--- src/rtl/conv_pkg.sv ---
// Shared convolution output-path definitions (conv core, conv_output_fifo, fifo_controller).
package conv_pkg;

    localparam int DATA_W         = 32;
    localparam int OUT_BUS_W      = 128;
    localparam int WORDS_PER_BEAT = OUT_BUS_W / DATA_W;
    localparam int FIFO_ADDR_W    = 4;

    // Accepted-operation class for one FIFO clock edge, encoded as {write, read}.
    typedef enum logic [1:0] {
        OP_IDLE = 2'b00,
        OP_RD   = 2'b01,
        OP_WR   = 2'b10,
        OP_BOTH = 2'b11
    } fifo_op_e;

endpackage : conv_pkg

--- src/rtl/fifo_dp_ram.sv ---
// Simple dual-port storage: one write port, one registered read port; the array itself is not reset.
module fifo_dp_ram #(
    parameter int DATA_W = 32,
    parameter int ADDR_W = 4
) (
    input  logic              clk,
    input  logic              rst,
    input  logic              wr_en,
    input  logic [ADDR_W-1:0] wr_addr,
    input  logic [DATA_W-1:0] wr_data,
    input  logic              rd_en,
    input  logic [ADDR_W-1:0] rd_addr,
    output logic [DATA_W-1:0] rd_data
);

    localparam int DEPTH = 2 ** ADDR_W;

    logic [DATA_W-1:0] mem [DEPTH];

    always_ff @(posedge clk) begin
        if (wr_en) begin
            mem[wr_addr] <= wr_data;
        end
    end

    // A same-address write on this edge is not visible here: the read returns the old word.
    always_ff @(posedge clk or negedge rst) begin
        if (!rst) begin
            rd_data <= '0;
        end else if (rd_en) begin
            rd_data <= mem[rd_addr];
        end
    end

endmodule : fifo_dp_ram

--- src/rtl/conv_output_fifo.sv ---
// Result FIFO between the convolution MAC array and fifo_controller, one-cycle registered read.
// Optional build macro FIFO_PEAK_EN adds the peak_level occupancy tracker output.
module conv_output_fifo #(
    parameter int DATA_W    = conv_pkg::DATA_W,
    parameter int ADDR_W    = conv_pkg::FIFO_ADDR_W,
    parameter int AF_MARGIN = 2
) (
    input  logic              clk,
    input  logic              rst,
    input  logic              clear,
    input  logic              wr_en,
    input  logic [DATA_W-1:0] wr_data,
    input  logic              rd_en,
    output logic [DATA_W-1:0] rd_data,
    output logic              fifo_empty,
    output logic              fifo_full,
    output logic              almost_full,
    output logic [ADDR_W:0]   level,
    output logic              overflow,
    output logic              underflow
`ifdef FIFO_PEAK_EN
    ,
    output logic [ADDR_W:0]   peak_level
`endif
);

    import conv_pkg::*;

    localparam int                LVL_W    = ADDR_W + 1;
    localparam int                DEPTH    = 2 ** ADDR_W;
    localparam logic [ADDR_W:0]   FULL_LVL = LVL_W'(DEPTH);
    localparam logic [ADDR_W:0]   AF_LVL   = LVL_W'(DEPTH - AF_MARGIN);

    logic [ADDR_W:0] wr_ptr;
    logic [ADDR_W:0] rd_ptr;
    logic [ADDR_W:0] level_nxt;
    logic            wr_acc;
    logic            rd_acc;
    fifo_op_e        op;

    // Flags come only from the registered level, keeping wr_en/rd_en off the output paths.
    assign fifo_empty  = (level == '0);
    assign fifo_full   = (level == FULL_LVL);
    assign almost_full = (level >= AF_LVL);

    // A read while full frees a slot on the same edge, so the write is still accepted.
    assign wr_acc = wr_en && (!fifo_full || rd_en) && !clear;
    assign rd_acc = rd_en && !fifo_empty && !clear;
    assign op     = fifo_op_e'({wr_acc, rd_acc});

    always_comb begin
        level_nxt = level;
        if (clear) begin
            level_nxt = '0;
        end else begin
            case (op)
                OP_WR:   level_nxt = level + 1'b1;
                OP_RD:   level_nxt = level - 1'b1;
                default: level_nxt = level;
            endcase
        end
    end

    always_ff @(posedge clk or negedge rst) begin
        if (!rst) begin
            wr_ptr    <= '0;
            rd_ptr    <= '0;
            level     <= '0;
            overflow  <= 1'b0;
            underflow <= 1'b0;
        end else if (clear) begin
            wr_ptr    <= '0;
            rd_ptr    <= '0;
            level     <= '0;
            overflow  <= 1'b0;
            underflow <= 1'b0;
        end else begin
            if (wr_acc) begin
                wr_ptr <= wr_ptr + 1'b1;
            end
            if (rd_acc) begin
                rd_ptr <= rd_ptr + 1'b1;
            end
            level <= level_nxt;
            if (wr_en && fifo_full && !rd_en) begin
                overflow <= 1'b1;
            end
            if (rd_en && fifo_empty) begin
                underflow <= 1'b1;
            end
        end
    end

`ifdef FIFO_PEAK_EN
    always_ff @(posedge clk or negedge rst) begin
        if (!rst) begin
            peak_level <= '0;
        end else if (clear) begin
            peak_level <= '0;
        end else if (level_nxt > peak_level) begin
            peak_level <= level_nxt;
        end
    end
`endif

    fifo_dp_ram #(
        .DATA_W (DATA_W),
        .ADDR_W (ADDR_W)
    ) u_ram (
        .clk     (clk),
        .rst     (rst),
        .wr_en   (wr_acc),
        .wr_addr (wr_ptr[ADDR_W-1:0]),
        .wr_data (wr_data),
        .rd_en   (rd_acc),
        .rd_addr (rd_ptr[ADDR_W-1:0]),
        .rd_data (rd_data)
    );

endmodule : conv_output_fifo

--- config.mk ---
export PLATFORM = sky130hd
export DESIGN_NAME = conv_output_fifo
export DESIGN_NICKNAME = d
export VERILOG_FILES = /design/src/rtl/conv_pkg.sv /design/src/rtl/fifo_dp_ram.sv /design/src/rtl/conv_output_fifo.sv
export SDC_FILE = /design/constraint.sdc
export NUM_CORES = 1
export LEC_CHECK = 0
export ABC_AREA = 1
export CAP_MARGIN = 20
export CORE_MARGIN = 2
export CORE_UTILIZATION = 32
export CTS_CLUSTER_DIAMETER = 80
export CTS_CLUSTER_SIZE = 8
export DETAILED_ROUTE_END_ITERATION = 16
export GPL_ROUTABILITY_DRIVEN = 0
export PLACE_DENSITY = 0.55
export SKIP_LAST_GASP = 1
export SLEW_MARGIN = 20
export SYNTH_ARGS = -nofsm -noshare
export SYNTH_HDL_FRONTEND = slang
export SYNTH_SLANG_ARGS = --single-unit
--- constraint.sdc ---
create_clock -name clk -period 5.1 [get_ports clk]
set_input_delay 1.53 -clock clk [delete_from_list [all_inputs] [get_ports clk]]
set_output_delay 1.53 -clock clk [all_outputs]
set_load 0.02 [all_outputs]
==> results.yml <==
status:
  status: "finished clean"
setup_path:
  cp-start-kind: "register"
  endpoint_kind: "primary output"
  crit_start: "level[0]$_DFFE_PN0P_"
  crit_required_ns: 3.57
  critical_path_peak_fanout: 6
  cp.arrival_ns: 2.10
  worstSetupPathType: "reg2out"
  regToRegStartpoint: "rd_ptr[1]$_DFFE_PN0P_"
timing:
  slew_violations: 0
  whs_ns: 0.4833
  post-route-period-util_pct: 71.25
  fmax_mhz: 275.2
  finalHoldViolCount: 0
  fin_worst_skew_ns: 0.02384
  rsz0062_at_grt: "false"
  setup_viol: 0
  worstMarginPinSlew_ns: 0.9811
  relSlewSlack_pct: 34.59
  fin_crit_ns: 3.634
  fin_tns_setup_ns: 0
cts:
  cts_hold_buf: 0
  cts_tree: "yes"
  post_cts_buffers: 0
  cts.sinks: 559
  cts_max_level: 3
  cts_resized: 0
  cts_buffer_depth: 3
  clk_pin_slew_ns: 0.04
  numCtsBuffers: 79
  clk_latency_ns: 0.60
  ctsRootBufferMaster: "clkbuf_16"
synthesis:
  syn_inst: 1630
  synth_warnings: 0
  syn_nets: 1674
  synth_adder_area_share_pct: 0.3971
  synth_area_per_cell_um2: 13.53
  yosys.area_share.xor_xnor_pct: 0.07942
  yosysUniqueCellTypes: 33
  ys_seq_elements: 559
  ys_seq_area_share_pct: 75.04
  synth_area_um2: 22060
  synthSimpleGateAreaFrac_pct: 8.611
  synthMuxAreaShare_pct: 0
  synth_top_family_by_area: "compound AO/OA/AOI/OAI gates"
  synth_compound_area_share_pct: 12.25
placement:
  detailed_place_hpwl_um: 30160
  portBuffers: 78
  place_area_um2: 23730
detailed_routing:
  routed_wl_um: 55220
  first_iter_violations: 1010
  ant_nets: 0
  vias_per_cell: 5.134
  wire_per_inst_um: 20.75
  drc: 0
  drt_pass1_iterations: 5
  vias: 13660
die:
  io_pins: 79
  die_y_um: 266.5
  dieArea_um2: 71040
  coreArea_um2: 68470
  row_count: 96
  die_w_um: 266.5
  initial_core_util_pct: 32.21
layout:
  n_antenna_cell: 0
  syn_to_final_growth_pct: 17.82
  fin_nets: 1761
  layout-drive-gt1-share_pct: 8.657
  finalInstanceArea_um2: 25990
  final_util_pct: 37.96
  fillers: 6452
pwr:
  clockPowerShare_pct: 36.4
  power.internal_w: 0.009151
  p_leak_nw: 8.521
  switching_share_pct: 30.07
  power.density_nw_per_um2: 503.6
  comb_power_share_pct: 22.1
  power_frac_seq_pct: 41.5
  vdd_drop_max_mv: 0.3244
  switchingPower_w: 0.003935
global_routing:
  grt_pass1_vias: 14110
  overflow: 0
  antenna_found_initial: 0
  grt_usage_pct: 15.68
  grt_max_degree: 123
  grt_pass1_wl_um: 84990
min_path:
  min_path_type: "reg2reg"
  hold_path.startpoint: "u_ram.rd_data[9]$_DFFE_PN0P_"
flow_run:
  cap_violations: 0
[cells in the final DEF (no fill, tap or decap), types with 62 or more instances in the layout]
master           count
clkbuf_1            62
clkbuf_16           81
clkdlybuf4s50_1     77
edfxtp_1           512
nand2_1             86
nand3_1             68
nor2_1             289
o21ai_0            207
o21ai_1             97
o221ai_1            90
[critical path: stages, from the launching register on]
cell             delay [ns]
dfrtp_1                0.44
nor2_1                 0.18
nand3_2                0.19
inv_1                  0.12
clkdlybuf4s50_1        0.60
[state kept, by name, summed over array words and instances (netlist names)]
signal and count:
wr_ptr 4, u_ram.mem 512, underflow 1, overflow 1, rd_ptr 4, level 5, u_ram.rd_data 32
[per-stage QoR]
stage               power (W)  instances  setup WS [ns]
floorplan            0.007543       1630         0.3946
global placement     0.008374       2517         0.9089
detailed placement   0.008428       2518         0.8852
CTS                   0.01322       2661          1.413
global route          0.01373       2661          1.337
finish                0.01309       2661          1.466
[cell families (layout without fill, tap and decap cells)]
kind of cell    count (synthesis)  in the layout
compound gates                453            453
xor+xnor                        2              2
fa+ha+maj                       7              7
buf+inv                       141            290
flops                         559            559
simple gates                  468            468
[per-layer routing]
layer	global-route usage, %	vias to the layer above	wire length (µm)
li1	-	6313	-
met1	20.10	6879	23720
met2	26.79	371	27640
met3	2.860	99	2529
met4	5.132	0	1334
met5	0	-	0
[power by group through the flow]
stage | clock (W) | sequential [W] | combinational (W)
4_1_cts | 0.00487 | 0.00543 | 0.00292
3_5_place_dp | 0 | 0.00551 | 0.00292
2_1_floorplan | 0 | 0.00555 | 0.00199
5_1_grt | 0.00506 | 0.00545 | 0.00322
3_3_place_gp | 0 | 0.00551 | 0.00286
6_report | 0.00477 | 0.00542 | 0.00289
[synth_stat cells (all sizes together)]
master	n	area share, %
a21oi	5	0.16
a31oi	1	0.028
buf	59	2.2
clkbuf	53	0.94
clkinv	1	0.017
dfrtp	47	5.3
edfxtp	512	70
ha	7	0.40
inv	28	0.50
nand2	88	1.5
nand3	70	1.6
nand4	2	0.12
nor2	294	5.0
nor3	14	0.32
o21a	13	0.44
o21ai	304	6.9
o21bai	1	0.034
o221ai	90	3.6
o22ai	39	1.1
xnor2	1	0.040
xor2	1	0.040
[path summary, 6_finish.rpt]
check	end	slack (ns)	cells past startpoint
min in group asynchronous	u_ram.rd_data[4]$_DFFE_PN0P_	0.98	1
setup reg to reg	u_ram.rd_data[21]$_DFFE_PN0P_	2.03	8
max in group asynchronous	rd_ptr[0]$_DFFE_PN0P_	3.23	2
hold reg to reg	u_ram.rd_data[9]$_DFFE_PN0P_	0.48	2
hold / removal	u_ram.rd_data[9]$_DFFE_PN0P_	0.48	2
setup / recovery	fifo_empty	1.47	4
[cell type report]
| cell class | instances | area, µm² | area share [%] |
|---|---|---|---|
| flip-flops and latches | 559 | 16560 | 63.72 |
| clock buffers | 143 | 2260 | 8.695 |
| multi-input cells | 930 | 4796 | 18.45 |
| well taps | 882 | 1104 | 4.247 |
| repair buffers | 118 | 1151 | 4.429 |
| inverters | 29 | 117.6 | 0.4526 |
No activity file was read; power rests on OpenSTA's default activity.
